## src/rtl/lcd_timing_pkg.sv

```systemverilog
// Shared timing description for the LCD timing generator.
// lcd_timing_t groups the eight horizontal/vertical timing fields, LTM_800x480
// holds the stock 800x480 LTM panel timing, and the helpers derive totals and
// counter widths from a timing set.
package lcd_timing_pkg;

  typedef struct packed {
    int unsigned h_active;
    int unsigned h_front;
    int unsigned h_sync;
    int unsigned h_back;
    int unsigned v_active;
    int unsigned v_front;
    int unsigned v_sync;
    int unsigned v_back;
  } lcd_timing_t;

  localparam lcd_timing_t LTM_800x480 = '{
    h_active: 800, h_front: 40, h_sync: 1, h_back: 215,
    v_active: 480, v_front: 10, v_sync: 1, v_back: 34
  };

  function automatic int unsigned h_total(lcd_timing_t t);
    return t.h_sync + t.h_back + t.h_active + t.h_front;
  endfunction

  function automatic int unsigned v_total(lcd_timing_t t);
    return t.v_sync + t.v_back + t.v_active + t.v_front;
  endfunction

  // Bits needed to hold 0..n-1; never less than one so single-entry ranges
  // still produce a legal vector.
  function automatic int unsigned cnt_width(int unsigned n);
    return (n > 1) ? $clog2(n) : 1;
  endfunction

endpackage

```

## src/rtl/lcd_timing_gen_param_wrap_counter.sv

```systemverilog
// wrap_counter: modulo-MAX up counter.
// Ports:
//   clk     clock
//   rst     synchronous active-high reset, clears count to 0
//   en_i    advance enable
//   count_o current count, 0..MAX-1
//   carry_o high in the enabled cycle where count wraps MAX-1 -> 0
//           (combinational, so it can enable a chained counter the same edge)
module wrap_counter
  import lcd_timing_pkg::*;
#(
  parameter int unsigned MAX = 8,
  localparam int unsigned W = cnt_width(MAX)
) (
  input  logic         clk,
  input  logic         rst,
  input  logic         en_i,
  output logic [W-1:0] count_o,
  output logic         carry_o
);

  logic [W-1:0] count_q, count_d;

  assign carry_o = en_i && (count_q == W'(MAX - 1));
  assign count_o = count_q;

  always_comb begin
    count_d = count_q;
    if (en_i) begin
      count_d = carry_o ? '0 : count_q + 1'b1;
    end
  end

  always_ff @(posedge clk) begin
    if (rst) begin
      count_q <= '0;
    end else begin
      count_q <= count_d;
    end
  end

endmodule

```

## src/rtl/lcd_timing_gen_param.sv

```systemverilog
// lcd_timing_gen_param: parametrised LCD panel timing generator.
// Produces HD/VD sync strobes, DEN and active-pixel coordinates from a
// configurable timing set, plus a prefetch address that leads DEN by
// PREFETCH enabled cycles so a downstream line buffer can hide read latency.
// Ports:
//   clk, rst          pixel clock, synchronous active-high reset
//   en                pixel advance enable; everything but the pulses holds when low
//   hd, vd            sync strobes, asserted low when SYNC_ACTIVE_LOW=1
//   den, x, y         active-pixel flag and coordinates (0 outside active)
//   fetch_valid/x/y   den/x/y as they will appear PREFETCH enabled cycles later
//   line_start        one-clock pulse with the output of hc=0
//   frame_start       one-clock pulse with the output of hc=0, vc=0
//   frame_count       completed frames, modulo 256
// All outputs are registered: the enabled cycle that samples counter state
// (hc, vc) presents its decode on the following clock.
module lcd_timing_gen_param
  import lcd_timing_pkg::*;
#(
  parameter int unsigned H_ACTIVE = LTM_800x480.h_active,
  parameter int unsigned H_FRONT  = LTM_800x480.h_front,
  parameter int unsigned H_SYNC   = LTM_800x480.h_sync,
  parameter int unsigned H_BACK   = LTM_800x480.h_back,
  parameter int unsigned V_ACTIVE = LTM_800x480.v_active,
  parameter int unsigned V_FRONT  = LTM_800x480.v_front,
  parameter int unsigned V_SYNC   = LTM_800x480.v_sync,
  parameter int unsigned V_BACK   = LTM_800x480.v_back,
  parameter int unsigned PREFETCH = 2,
  parameter bit          SYNC_ACTIVE_LOW = 1'b1,
  localparam int unsigned XW = cnt_width(H_ACTIVE),
  localparam int unsigned YW = cnt_width(V_ACTIVE)
) (
  input  logic          clk,
  input  logic          rst,
  input  logic          en,
  output logic          hd,
  output logic          vd,
  output logic          den,
  output logic [XW-1:0] x,
  output logic [YW-1:0] y,
  output logic          fetch_valid,
  output logic [XW-1:0] fetch_x,
  output logic [YW-1:0] fetch_y,
  output logic          line_start,
  output logic          frame_start,
  output logic [7:0]    frame_count
);

  localparam lcd_timing_t CFG = '{
    h_active: H_ACTIVE, h_front: H_FRONT, h_sync: H_SYNC, h_back: H_BACK,
    v_active: V_ACTIVE, v_front: V_FRONT, v_sync: V_SYNC, v_back: V_BACK
  };
  localparam int unsigned H_TOTAL = h_total(CFG);
  localparam int unsigned V_TOTAL = v_total(CFG);
  localparam int unsigned H_START = H_SYNC + H_BACK;
  localparam int unsigned V_START = V_SYNC + V_BACK;
  localparam int unsigned HCW     = cnt_width(H_TOTAL);
  localparam int unsigned VCW     = cnt_width(V_TOTAL);

  if (H_ACTIVE < 1 || V_ACTIVE < 1 || H_SYNC < 1 || V_SYNC < 1) begin : g_bad_size
    $error("lcd_timing_gen_param: H_ACTIVE, V_ACTIVE, H_SYNC and V_SYNC must be >= 1");
  end
  if (PREFETCH > H_BACK) begin : g_bad_prefetch
    $error("lcd_timing_gen_param: PREFETCH must not exceed H_BACK");
  end

  // Raster position; the vertical counter only steps on the horizontal wrap.
  logic [HCW-1:0] hc;
  logic [VCW-1:0] vc;
  logic           h_carry, v_carry;

  wrap_counter #(.MAX(H_TOTAL)) u_hcnt (
    .clk(clk), .rst(rst), .en_i(en), .count_o(hc), .carry_o(h_carry)
  );
  wrap_counter #(.MAX(V_TOTAL)) u_vcnt (
    .clk(clk), .rst(rst), .en_i(h_carry), .count_o(vc), .carry_o(v_carry)
  );

  logic [31:0] hc32, vc32, hf32;
  logic        h_act, v_act, f_act;

  assign hc32 = 32'(hc);
  assign vc32 = 32'(vc);
  // Fetch column runs PREFETCH ahead on the same line. Because PREFETCH never
  // exceeds H_BACK, a lookahead past the line end lands in the next line's
  // sync/back porch, which is never active, so no wrap or vc lookahead needed.
  assign hf32  = hc32 + PREFETCH;
  assign h_act = (hc32 >= H_START) && (hc32 < H_START + H_ACTIVE);
  assign f_act = (hf32 >= H_START) && (hf32 < H_START + H_ACTIVE);
  assign v_act = (vc32 >= V_START) && (vc32 < V_START + V_ACTIVE);

  logic          hd_q, hd_d, vd_q, vd_d, den_q, den_d, fv_q, fv_d;
  logic [XW-1:0] x_q, x_d, fx_q, fx_d;
  logic [YW-1:0] y_q, y_d, fy_q, fy_d;
  logic          ls_q, ls_d, fs_q, fs_d;
  // fcnt_q advances with the raster state; frame_count_q is its registered
  // copy so the count lines up with the hc=0, vc=0 output it belongs to.
  logic [7:0]    fcnt_q, fcnt_d, frame_count_q, frame_count_d;

  always_comb begin
    hd_d          = hd_q;
    vd_d          = vd_q;
    den_d         = den_q;
    x_d           = x_q;
    y_d           = y_q;
    fv_d          = fv_q;
    fx_d          = fx_q;
    fy_d          = fy_q;
    frame_count_d = frame_count_q;
    fcnt_d        = fcnt_q;
    // Pulses are never stretched through an en=0 stall.
    ls_d          = 1'b0;
    fs_d          = 1'b0;
    if (en) begin
      hd_d          = (hc32 < H_SYNC) ^ SYNC_ACTIVE_LOW;
      vd_d          = (vc32 < V_SYNC) ^ SYNC_ACTIVE_LOW;
      den_d         = h_act && v_act;
      x_d           = den_d ? XW'(hc32 - H_START) : '0;
      y_d           = den_d ? YW'(vc32 - V_START) : '0;
      fv_d          = f_act && v_act;
      fx_d          = fv_d ? XW'(hf32 - H_START) : '0;
      fy_d          = fv_d ? YW'(vc32 - V_START) : '0;
      ls_d          = (hc == '0);
      fs_d          = (hc == '0) && (vc == '0);
      frame_count_d = fcnt_q;
      if (v_carry) begin
        fcnt_d = fcnt_q + 8'd1;
      end
    end
  end

  always_ff @(posedge clk) begin
    if (rst) begin
      hd_q          <= SYNC_ACTIVE_LOW;
      vd_q          <= SYNC_ACTIVE_LOW;
      den_q         <= 1'b0;
      x_q           <= '0;
      y_q           <= '0;
      fv_q          <= 1'b0;
      fx_q          <= '0;
      fy_q          <= '0;
      ls_q          <= 1'b0;
      fs_q          <= 1'b0;
      fcnt_q        <= '0;
      frame_count_q <= '0;
    end else begin
      hd_q          <= hd_d;
      vd_q          <= vd_d;
      den_q         <= den_d;
      x_q           <= x_d;
      y_q           <= y_d;
      fv_q          <= fv_d;
      fx_q          <= fx_d;
      fy_q          <= fy_d;
      ls_q          <= ls_d;
      fs_q          <= fs_d;
      fcnt_q        <= fcnt_d;
      frame_count_q <= frame_count_d;
    end
  end

  assign hd          = hd_q;
  assign vd          = vd_q;
  assign den         = den_q;
  assign x           = x_q;
  assign y           = y_q;
  assign fetch_valid = fv_q;
  assign fetch_x     = fx_q;
  assign fetch_y     = fy_q;
  assign line_start  = ls_q;
  assign frame_start = fs_q;
  assign frame_count = frame_count_q;

endmodule

```

## config.mk

```make
export PLATFORM = sky130hd
export DESIGN_NAME = lcd_timing_gen_param
export DESIGN_NICKNAME = d
export VERILOG_FILES = /design/src/rtl/lcd_timing_pkg.sv /design/src/rtl/lcd_timing_gen_param_wrap_counter.sv /design/src/rtl/lcd_timing_gen_param.sv
export SDC_FILE = /design/constraint.sdc
export NUM_CORES = 1
export LEC_CHECK = 0
export ABC_AREA = 1
export ABC_CLOCK_PERIOD_IN_PS = 2300
export CAP_MARGIN = 25
export CORE_MARGIN = 3
export CORE_UTILIZATION = 39
export DETAILED_ROUTE_END_ITERATION = 8
export SLEW_MARGIN = 20
export SYNTH_ARGS = -nofsm -noshare
export SYNTH_HDL_FRONTEND = slang
export SYNTH_SLANG_ARGS = --single-unit
export TNS_END_PERCENT = 5
```

## constraint.sdc

```tcl
create_clock -name clk -period 2.3 [get_ports clk]
set_input_delay 0.23 -clock clk [delete_from_list [all_inputs] [get_ports clk]]
set_output_delay 0.23 -clock clk [all_outputs]
set_load 0.01 [all_outputs]
```

Word-level counts from Yosys, hierarchy flattened
Cells that the tools add are included.

$add $sub $neg: 7. $lt $le $gt $ge: 8. Equality and inequality tests: 2. Muxes and demuxes: 6. Bitwise operators: 3. Reductions and logical operators: 12.

Operators with widths (number): 10-bit 2-to-1 mux (3); 10-bit by 8-bit subtractor with 10-bit output (second input constant) (2); 9-bit 2-to-1 mux (2); 11-bit by 2-bit adder with 12-bit output (second input constant) (1); 12-bit by 8-bit greater-or-equal comparator with 1-bit output (second input constant) (1); 12-bit by 10-bit less-than comparator with 1-bit output (second input constant) (1); 11-bit by 1-bit adder with 11-bit output (second input constant) (1); 11-bit == test (second input constant) (1); 11-bit by 8-bit greater-or-equal comparator with 1-bit output (second input constant) (1); 11-bit zero test (1); 11-bit by 1-bit less-than comparator with 1-bit output (second input constant) (1); 11-bit by 10-bit less-than comparator with 1-bit output (second input constant) (1); 11-bit 2-to-1 mux (1); 10-bit by 1-bit adder with 10-bit output (second input constant) (1); 10-bit == test (second input constant) (1); 10-bit by 6-bit greater-or-equal comparator with 1-bit output (second input constant) (1); 10-bit zero test (1); 10-bit by 1-bit less-than comparator with 1-bit output (second input constant) (1); 10-bit less-than comparator (second input constant) (1); 9-bit by 6-bit subtractor with 9-bit output (second input constant) (1); 8-bit by 1-bit adder with 8-bit output (second input constant) (1); 1-bit logical AND (8); 1-bit NOT (3); 2-bit AND reduction (1); 2-bit OR reduction (1).

Register bits: 81. Output and inout port bits: 52. Word-level logic and storage cells: 52.

Logic depth before layout (Yosys ltp)
Gate-level depths: netlist of run 1.

Depth after elaboration: 5. Mapped depth: 14. Depth with buffers taken out: 13.

Hierarchy
From an unflattened synthesis of run 1, not the netlist that was laid out.

Cells, all modules: 609. Area total of the unflattened synthesis: 4277.9 µm².

Modules (own cells, without submodules): lcd_timing_gen_param (instances 1, cells an instance 444, area each 3169.3 µm²); wrap_counter at u_hcnt (instances 1, cells an instance 89, area each 568.0 µm²); wrap_counter at u_vcnt (instances 1, cells an instance 76, area each 540.5 µm²).

Worst setup path before layout of run 1
Ideal clock, no wire load.

Kind: reg2reg. Start point: register u_hcnt.count_q[1], in the netlist u_hcnt.count_o[1]. End point: register fx_q[7], in the netlist fetch_x[7]. Data arrival time: 1.784 ns. Path slack: 0.458 ns. Stages on the path, launching flop included: 14. Cell sequence: dfxtp_1 -> ha_1 -> nand2_1 -> nand2_1 -> ha_1 -> nand3_1 -> nor2_1 -> nand3_1 -> nor2_1 -> nor2_1 -> nor2_2 -> buf_6 -> nand3_2 -> nand2_1.

Cells in the longest elaborated chain, start to end: 5. Elaborated cells between the ends (all ways): 7.

RTL lines: start, declared (line lcd_timing_gen_param_wrap_counter.sv:22) `logic [W-1:0] count_q, count_d;`; start signal, assigned (line lcd_timing_gen_param_wrap_counter.sv:38) `count_q <= count_d;`; 11-bit by 2-bit adder with 12-bit output (*) (line lcd_timing_gen_param.sv:86) `assign hf32 = hc32 + PREFETCH;`; 12-bit by 8-bit greater-or-equal comparator with 1-bit output / 12-bit by 10-bit less-than comparator with 1-bit output (equally long branches) (line lcd_timing_gen_param.sv:88) `assign f_act = (hf32 >= H_START) && (hf32 < H_START + H_ACTIVE);`; 1-bit logical AND (line lcd_timing_gen_param.sv:88); 1-bit logical AND (line lcd_timing_gen_param.sv:119) `fv_d = f_act && v_act;`; 10-bit 2-to-1 mux (*) (line lcd_timing_gen_param.sv:120) `fx_d = fv_d ? XW'(hf32 - H_START) : '0;`; end signal, assigned (line lcd_timing_gen_param.sv:139) `fx_q <= '0;`; end signal, assigned (line lcd_timing_gen_param.sv:152) `fx_q <= fx_d;`; end, declared (line lcd_timing_gen_param.sv:92) `logic [XW-1:0] x_q, x_d, fx_q, fx_d;`.

Mark *: on every way between the ends. The rest lies on a longest branch, timed or not. A chain may end at the register's enable or synchronous reset.

Final worst setup path of run 1
Start point: register u_hcnt.count_q[4], in the netlist u_hcnt.count_o[4]. End point: register fy_q[8], in the netlist fetch_y[8].

Cells in the longest elaborated chain, start to end: 5. Elaborated cells between the ends (all ways): 6.

RTL lines: 11-bit by 2-bit adder with 12-bit output (*) (line lcd_timing_gen_param.sv:86); 12-bit by 8-bit greater-or-equal comparator with 1-bit output / 12-bit by 10-bit less-than comparator with 1-bit output (equally long branches) (line lcd_timing_gen_param.sv:88); 1-bit logical AND (*) (line lcd_timing_gen_param.sv:88); 1-bit logical AND (*) (line lcd_timing_gen_param.sv:119); 9-bit 2-to-1 mux (*) (line lcd_timing_gen_param.sv:121) `fy_d = fv_d ? YW'(vc32 - V_START) : '0;`; end signal, assigned (line lcd_timing_gen_param.sv:153) `fy_q <= fy_d;`; end, declared (line lcd_timing_gen_param.sv:93) `logic [YW-1:0] y_q, y_d, fy_q, fy_d;`.

Marked as above.

==> results of run 1 <==
[worst max path at each step]
| stage | from | end | slack [ns] |
|---|---|---|---|
| after global routing | u_hcnt.count_o[4] | fetch_y[8] | 0.03 |
| after floorplan | u_hcnt.count_o[1] | fetch_x[7] | 0.46 |
| after global placement | en | vd | 0.15 |
| after detailed placement | u_hcnt.count_o[3] | fetch_y[8] | 0.13 |
| after CTS | u_hcnt.count_o[3] | fetch_y[8] | 0.1 |
| final | u_hcnt.count_o[4] | fetch_y[8] | 0.23 |
[power breakdown]
group / total, uW / internal (uW) / switching, uW / leakage (uW)
Clock: 1050 / 535 / 516 / 0.0000970
Combinational: 124 / 47.1 / 77.2 / 0.00144
Sequential: 1420 / 1410 / 9.02 / 0.000654
Total: 2590 / 1990 / 602 / 0.00219
[logic make-up (layout without fill, tap and decap cells)]
group	Yosys count	count (layout)	share of synthesized area, %
simple gates	310	310	33.4
fa+ha+maj	13	13	3.91
xor+xnor	22	22	5.26
compound gates	65	65	9.68
buf+inv	76	140	8.81
flops	81	81	39.0
[per-stage QoR]
step,total power (uW),instances
2_1_floorplan,1520,567
3_3_place_gp,1570,750
3_5_place_dp,1570,750
4_1_cts,2620,766
5_1_grt,2700,767
6_report,2590,767
[cell usage after synthesis (all sizes together)]
library cell  count
o21bai            1
xnor2             2
and2              1
clkinv            3
a211oi            1
nor3             12
dlygate4sd1       1
o2111ai           1
nor2             68
a2111oi           1
dfxtp            81
o21ai            20
nand3            48
o22ai             3
a21oi            20
a22o             11
nand4             8
o211ai            2
ha               13
xor2             20
a31oi             1
o31ai             1
nor3b             1
buf              16
a41oi             3
or2               1
inv              46
clkbuf           10
nand2           171
[routing by layer]
metal	routed length (um)	part of all wire [%]	global-route usage, %	vias to the layer above
li1	-	-	-	1939
met1	4700	45	23.1	1793
met2	5340	51	33.3	55
met3	305	2.9	4.17	13
met4	134	1.3	5.70	0
met5	0	0	0	-
[tightest hold or removal path: stages (launching register included)]
cell and delay (ns):
dfxtp_1 0.31, nand2_1 0.06, nand2_1 0.04
[flip-flops by register name, indices dropped and copies added (netlist names)]
name / count
u_hcnt.count_o: 11
fetch_x: 10
u_vcnt.count_o: 10
x: 10
fetch_y: 9
y: 9
fcnt_q: 8
frame_count: 8
den: 1
fetch_valid: 1
frame_start: 1
hd: 1
line_start: 1
vd: 1
[what timing repair did]
| action | in CTS | in global routing |
|---|---|---|
| setup endpoints to repair | 0 | 20 |
| resized for setup | 0 | 4 |
| hold endpoints to repair | 0 | 0 |
[layout by cell type, fill, tap and decap left out, drive strengths merged, types with 2 or more instances in the layout]
cell type,n
nand3,48
ha,13
o211ai,2
clkbuf,12
a21oi,20
clkinv,4
o21ai,20
nand4,8
o22ai,3
a22o,11
inv,47
nor2,68
a41oi,3
nor3,12
xor2,20
clkdlybuf4s50,54
nand2,171
dfxtp,81
xnor2,2
buf,21
[layout make-up]
cell class	count	area share (%)
multi-input combinational	410	42.8
sequential	81	31.8
timing repair buffer	75	14.6
inverter	49	3.62
tap	136	3.33
clock buffer	12	2.84
clock inverter	4	1.00
==> impl_metrics.ini, run 1 <==
[clock_tree]
clockBufferDepth = 2
ctsRootBufferMaster = clkbuf_8
cts_setup_buffers = 0
cts-buffers-inserted = 9
htreeDepth = 3
cts_hold_buf = 0
cts.sinks = 81
worstSkewPairLatency_ns = 0.34
cts_tree = yes
clk_pin_slew_ns = 0.08

[sta]
relSlewSlack_pct = 64.2
drv_slew = 0
whs_ns = 0.452
setup_tns_ns = 0
hold_violations = 0
rsz0062_at_grt = no
finalCriticalPeriod_ns = 2.07
setup_viol = 0
max_freq_mhz = 484
final.setup.worst_slack_ns = 0.235
period_share_pct = 89.8
clock_skew_ns = 0.00857
tightest_slew_ns = 0.537

[worst_setup_path]
critPathLaunchType = register
cp_cell_sequence = ha_2 -> nand2_4 -> xor2_2 -> inv_1 -> nand2_2 -> nand3_1 -> nand2_1 -> nor2_1 -> nor2_2 -> buf_12 -> nand3_2 -> nand2_1
crit_cells = 12
cpMostUsedCell = nand2_1
r2r-end = fetch_y[8]
cp_slowest_cell = dfxtp_1
reg2reg_slack_ns = 0.23
cpPeakStageDelay_ns = 0.47
worstPathMaxFanout = 15
end_kind = register
cp_top_family = simple AND/OR/NAND/NOR gates
reg2reg_depth = 12
worstSetupPathType = reg -> reg
worst_ep_required_time_ns = 2.59
crit_arrival_ns = 2.35
timing.rr.start = u_hcnt.count_o[4]
path_buf_inv = 2

[yosys]
netlist_instances = 567
avgSynthCellArea_um2 = 7.34
yosysSeqAreaShare_pct = 39.0
synth.top_cell.area_share_pct = 39.0
ys_warn_count = 0
ys_seq_elements = 81
synth_cell_types = 42
synth_area_leaders = dfxtp_1 (39%), nand2_1 (15%), nor2_1 (5.4%), nand3_1 (4.6%), inv_1 (4.1%)
synth_nets = 583
synth_top_area_cell = dfxtp_1
syn_area_um2 = 4160

[layout]
n_fill_cell = 1035
layout-drive-gt1-share_pct = 10.6
register_area_um2 = 1620
diodes = 0
final_nets = 642
final_util_pct = 49.3
stdcell_area_um2 = 5110
multiInputGateArea_um2 = 2190
area_growth_pct = 22.8

[grt]
antenna_found_initial = 0
grt_overflow = 0
grt_pass1_wl_mm = 18.0
grt_usage_pct = 18.9
grt_pass1_vias = 3863
grt_max_degree = 49

[hold_path]
holdCritPathClass = reg -> reg
min_from = y[8]
holdPathEnd = y[8]
hold_depth = 2

[detailed_routing]
wirelength_mm = 10.5
drc = 0
drt_iter0_markers = 193
first_pass_iters = 5
wl_per_cell_um = 13.7
ant_nets = 0
viasPerCell = 4.95
dr_total_vias = 3800

[die]
io_pins = 55
die_w_um = 109
dieArea_um2 = 11900
start_util_pct = 40.1
die_h_um = 109
num_rows = 37
core_um2 = 10400

[placed_design]
portBuffers = 54
place_congestion = 0.867
dp_hpwl_mm = 7.94
placed_cell_area_um2 = 4890
place_ws_ns = 0.128

[power_and_ir_drop]
power.leakage_uw = 0.00219
peakVddDrop_mv = 0.355
cellPowerDensity_nw_per_um2 = 508

[status]
status = complete, no violations

[flow_run]
cap_violations = 0
(Power assumes the default switching activity.)
==> run 2: changes to the inputs <==
Settings changed: CELL_PAD_IN_SITES_DETAIL_PLACEMENT set to 1, CELL_PAD_IN_SITES_GLOBAL_PLACEMENT set to 2, CORE_UTILIZATION 39 to 31, PLACE_DENSITY_LB_ADDON set to 0.1.
==> impl_metrics.ini, run 2 (same netlist as run 1, synthesis figures left out) <==
[detailed_routing]
drc = 0
wl_per_cell_um = 16.0
ant_nets = 0
drt_iter0_markers = 182
wirelength_mm = 13.0
dr_total_vias = 3851
first_pass_iters = 4
viasPerCell = 4.77

[sta]
hold_violations = 0
tightest_slew_ns = 0.483
finalCriticalPeriod_ns = 2.05
whs_ns = 0.451
period_share_pct = 88.9
drv_slew = 0
rsz0062_at_grt = no
setup_tns_ns = 0
setup_viol = 0
clock_skew_ns = 0.00841
relSlewSlack_pct = 67.0
max_freq_mhz = 489

[worst_setup_path]
end_kind = register
critPathLaunchType = register
worst_ep_required_time_ns = 2.54
crit_arrival_ns = 2.28
worstPathMaxFanout = 20
worstSetupPathType = reg -> reg

[layout]
diodes = 0
final_cells = 808
area_growth_pct = 28.0
n_fill_cell = 1596
largest_register_ff_count = 11
final_util_pct = 41.4
layout-drive-gt1-share_pct = 11.2
final_common_cell = nand2_1
final_cell_mix = nand2_1 (166), dfxtp_1 (80), nor2_1 (59)
final_nets = 647

[clock_tree]
cts_tree = yes
ctsRootBufferMaster = clkbuf_16
cts.sinks = 81
cts_setup_buffers = 0
clk_pin_slew_ns = 0.06
clockBufferDepth = 2
htreeDepth = 3
worstSkewPairLatency_ns = 0.34
cts-buffers-inserted = 9

[power_and_ir_drop]
peakVddDrop_mv = 0.428
power.leakage_uw = 0.00228
cellPowerDensity_nw_per_um2 = 610
power.total_uw = 3250

[die]
die_w_um = 122
num_rows = 41
io_pins = 55
dieArea_um2 = 14800
die_h_um = 122
core_um2 = 12900
start_util_pct = 32.3

[grt]
antenna_found_initial = 0
grt_max_degree = 37
grt_pass1_vias = 3910
grt_overflow = 0
grt_pass1_wl_mm = 21.2
grt_usage_pct = 18.5

[placed_design]
placedCellCount = 792
place_congestion = 0.819
portBuffers = 54
dp_hpwl_mm = 10.0

[status]
status = complete, no violations

[flow_run]
cap_violations = 0

[hold_path]
holdCritPathClass = reg -> reg
[run 2: cell count changes in the layout (fill, tap and decap cells not counted), moves of 2 or more]
| cell | delta |
|---|---|
| bufinv_16 | +2 |
| buf_4 | +6 |
| clkbuf_8 | -9 |
| clkbuf_16 | +9 |
[run 2: what timing repair did]
action,CTS,global route
resized for setup,0,3
hold buffers,0,0
endpoints found under the setup margin,0,20
[run 2: final timing paths]
kind	slack, ns	startpoint	end	cells past startpoint
worst max-delay path	0.25	u_hcnt.count_o[3]	fetch_y[4]	13
worst min-delay path	0.45	y[7]	y[7]	2
worst max register to register	0.25	u_hcnt.count_o[3]	fetch_y[4]	13
worst min register to register	0.45	y[7]	y[7]	2
[run 2: stage by stage]
stage | setup slack [ns] | area [um2]
after floorplan | 0.458 | 4160
after CTS | 0.0364 | 5320
after global routing | 0.00765 | 5330
after global placement | 0.123 | 4980
final | 0.254 | 5330
after detailed placement | 0.0897 | 4980
[run 2: area by class of cell]
cell class	instances	area (um2)	area share (%)
clock buffers	12	246	4.63
clock inverters	4	98.8	1.86
inverters	49	185	3.48
multi-input cells	410	2190	41.0
flip-flops and latches	81	1620	30.5
well taps	172	215	4.04
repair buffers	80	773	14.5
[run 2: critical path, stage by stage, from the launching register on]
cell and delay (ns):
dfxtp_2 0.43, ha_2 0.29, nand2_4 0.10, nor2_8 0.17
inv_1 0.10, nand2_1 0.07, nand2_1 0.07, nor2_1 0.17
nand3_1 0.10, nand2_1 0.09, nor2_2 0.06, buf_12 0.15
nand2_1 0.07, nand2_1 0.06
[run 2: layer usage]
layer,vias up,share of wire [%],global-route usage (%)
li1,1950,-,-
met1,1838,47,24.5
met2,50,49,30.6
met3,13,2.7,3.30
met4,0,1.7,5.81
met5,-,0,0
[run 2: where the power goes]
| part | total, uW | switching, uW | leakage (uW) | internal (uW) |
|---|---|---|---|---|
| Clock | 1690 | 597 | 0.000167 | 1100 |
| Sequential | 1420 | 5.78 | 0.000654 | 1410 |
| Combinational | 139 | 88.6 | 0.00146 | 50.3 |
==> run 3: changes to the inputs <==
Settings changed: PLACE_DENSITY_LB_ADDON 0.1 to 0.08.
==> impl_metrics.ini, run 3 (same netlist as run 1, synthesis figures left out) <==
[status]
status = complete, no violations

[worst_setup_path]
path_buf_inv = 2
setup.worst_path.start = u_hcnt.count_o[3]
critPathLaunchType = register
cp_top_family = simple AND/OR/NAND/NOR gates
cp_slowest_cell = dfxtp_2
crit_arrival_ns = 2.36
worst_ep_required_time_ns = 2.54
end_kind = register
cp_cell_sequence = ha_2 -> nand2_4 -> nor2_8 -> inv_1 -> nand2_1 -> nand2_1 -> nor2_1 -> nand3_1 -> nand2_1 -> nor2_2 -> buf_12 -> nand2_1 -> nand2_1
cpMostUsedCell = nand2_1
timing.rr.start = u_hcnt.count_o[3]
worstSetupPathType = reg -> reg
cpPeakStageDelay_ns = 0.44
worstPathMaxFanout = 20

[power_and_ir_drop]
switching_share_pct = 23.1
peakVddDrop_mv = 0.338
pwr-share-comb_pct = 4.5
power.leakage_uw = 0.00224
p_int_uw = 2330
power_frac_seq_pct = 46.8
cellPowerDensity_nw_per_um2 = 575
power.total_uw = 3030
switchingPower_uw = 701
clkPwrFrac_pct = 48.7

[grt]
antenna_found_initial = 0
grt_pass1_vias = 4091
grt_pass1_wl_mm = 21.5
grt_max_degree = 37
grt_usage_pct = 18.6
grt_overflow = 0

[die]
die_w_um = 122
num_rows = 41
core_um2 = 12900
start_util_pct = 32.3
die_h_um = 122
dieArea_um2 = 14800
io_pins = 55

[layout]
diodes = 0
final_common_cell = nand2_1
largest_register_ff_count = 11
layout-drive-gt1-share_pct = 11.0
final_cells = 806
final_cell_mix = nand2_1 (166), dfxtp_1 (80), nor2_1 (59)
final_nets = 645
area_growth_pct = 26.5

[clock_tree]
cts_hold_buf = 0
cts.sinks = 81
clockBufferDepth = 2
clk_pin_slew_ns = 0.06
worstSkewPairLatency_ns = 0.35
htreeDepth = 3
cts-buffers-inserted = 9
cts_setup_buffers = 0
cts_tree = yes
ctsRootBufferMaster = clkbuf_16

[detailed_routing]
dr_total_vias = 3836
first_pass_iters = 4
drc = 0
wirelength_mm = 13.1
wl_per_cell_um = 16.3
viasPerCell = 4.76
ant_nets = 0
drt_iter0_markers = 169

[hold_path]
holdCritPathClass = reg -> reg
min_from = fetch_valid

[flow_run]
cap_violations = 0

[placed_design]
placedCellCount = 790
portBuffers = 54
place_congestion = 0.840
place_ws_ns = 0.0222
dp_hpwl_mm = 9.97

[sta]
setup_tns_ns = 0
clock_skew_ns = 0.00608
hold_violations = 0
relSlewSlack_pct = 60.7
final.setup.worst_slack_ns = 0.180
period_share_pct = 92.2
setup_viol = 0
max_freq_mhz = 472
drv_slew = 0
finalCriticalPeriod_ns = 2.12
tightest_slew_ns = 0.589
rsz0062_at_grt = no
## run 3: cell count changes in the layout (fill, tap and decap cells not counted)
cell        before  now
inv_6            1    0
buf_4           23   21
clkbuf_1         2    1
bufinv_16        3    1
clkinvlp_4       0    2
clkinv_2         1    3
## run 3: timing repair
action / 4_1_cts / 5_1_grt
gates resized for setup: 1 / 2
endpoints found under the setup margin: 19 / 20
gates cloned: 0 / 0
## run 3: stage by stage
step           hold WS, ns  utilization, %  cell area [um2]
5_1_grt              0.469            40.9             5270
4_1_cts              0.456            40.9             5260
2_1_floorplan        0.440               -             4160
6_report             0.451            40.9             5270
3_5_place_dp         0.443            38.5             4960
3_3_place_gp         0.439            38.5             4960
## run 3: cell type report
| cell class | count | area, um2 |
|---|---|---|
| Tap cell | 172 | 215 |
| Timing Repair Buffer | 78 | 758 |
| Clock buffer | 11 | 243 |
| Multi-Input combinational cell | 410 | 2190 |
| Sequential cell | 81 | 1620 |
| Fill cell | 1607 | 7610 |
| Inverter | 49 | 185 |
| Clock inverter | 5 | 55.1 |
## run 3: worst paths after layout
| path | slack, ns | depth (start not counted) | to |
|---|---|---|---|
| worst min-delay path | 0.45 | 2 | fetch_valid |
| worst min register to register | 0.45 | 2 | fetch_valid |
| worst max register to register | 0.18 | 13 | fetch_y[3] |
| worst max-delay path | 0.18 | 13 | fetch_y[3] |
## run 3: routing by layer
layer | GRT usage [%] | up-vias | wire, um
li1 | - | 1946 | -
met1 | 23.3 | 1832 | 6060
met2 | 32.7 | 46 | 6570
met3 | 4.04 | 12 | 367
met4 | 4.41 | 0 | 130
met5 | 0 | - | 0
## run 3: power groups by stage
| stage | registers [uW] | clock network [uW] | logic (uW) |
|---|---|---|---|
| 2_1_floorplan | 1450 | 0 | 69.8 |
| 3_3_place_gp | 1450 | 0 | 137 |
| 3_5_place_dp | 1450 | 0 | 138 |
| 4_1_cts | 1420 | 1520 | 139 |
| 5_1_grt | 1420 | 1580 | 151 |
| 6_report | 1420 | 1470 | 136 |
## run 3: tightest hold or removal path, cell delays in order (launching register included)
cell     delay [ns]
dfxtp_1        0.31
nand2_1        0.06
nand2_1        0.04
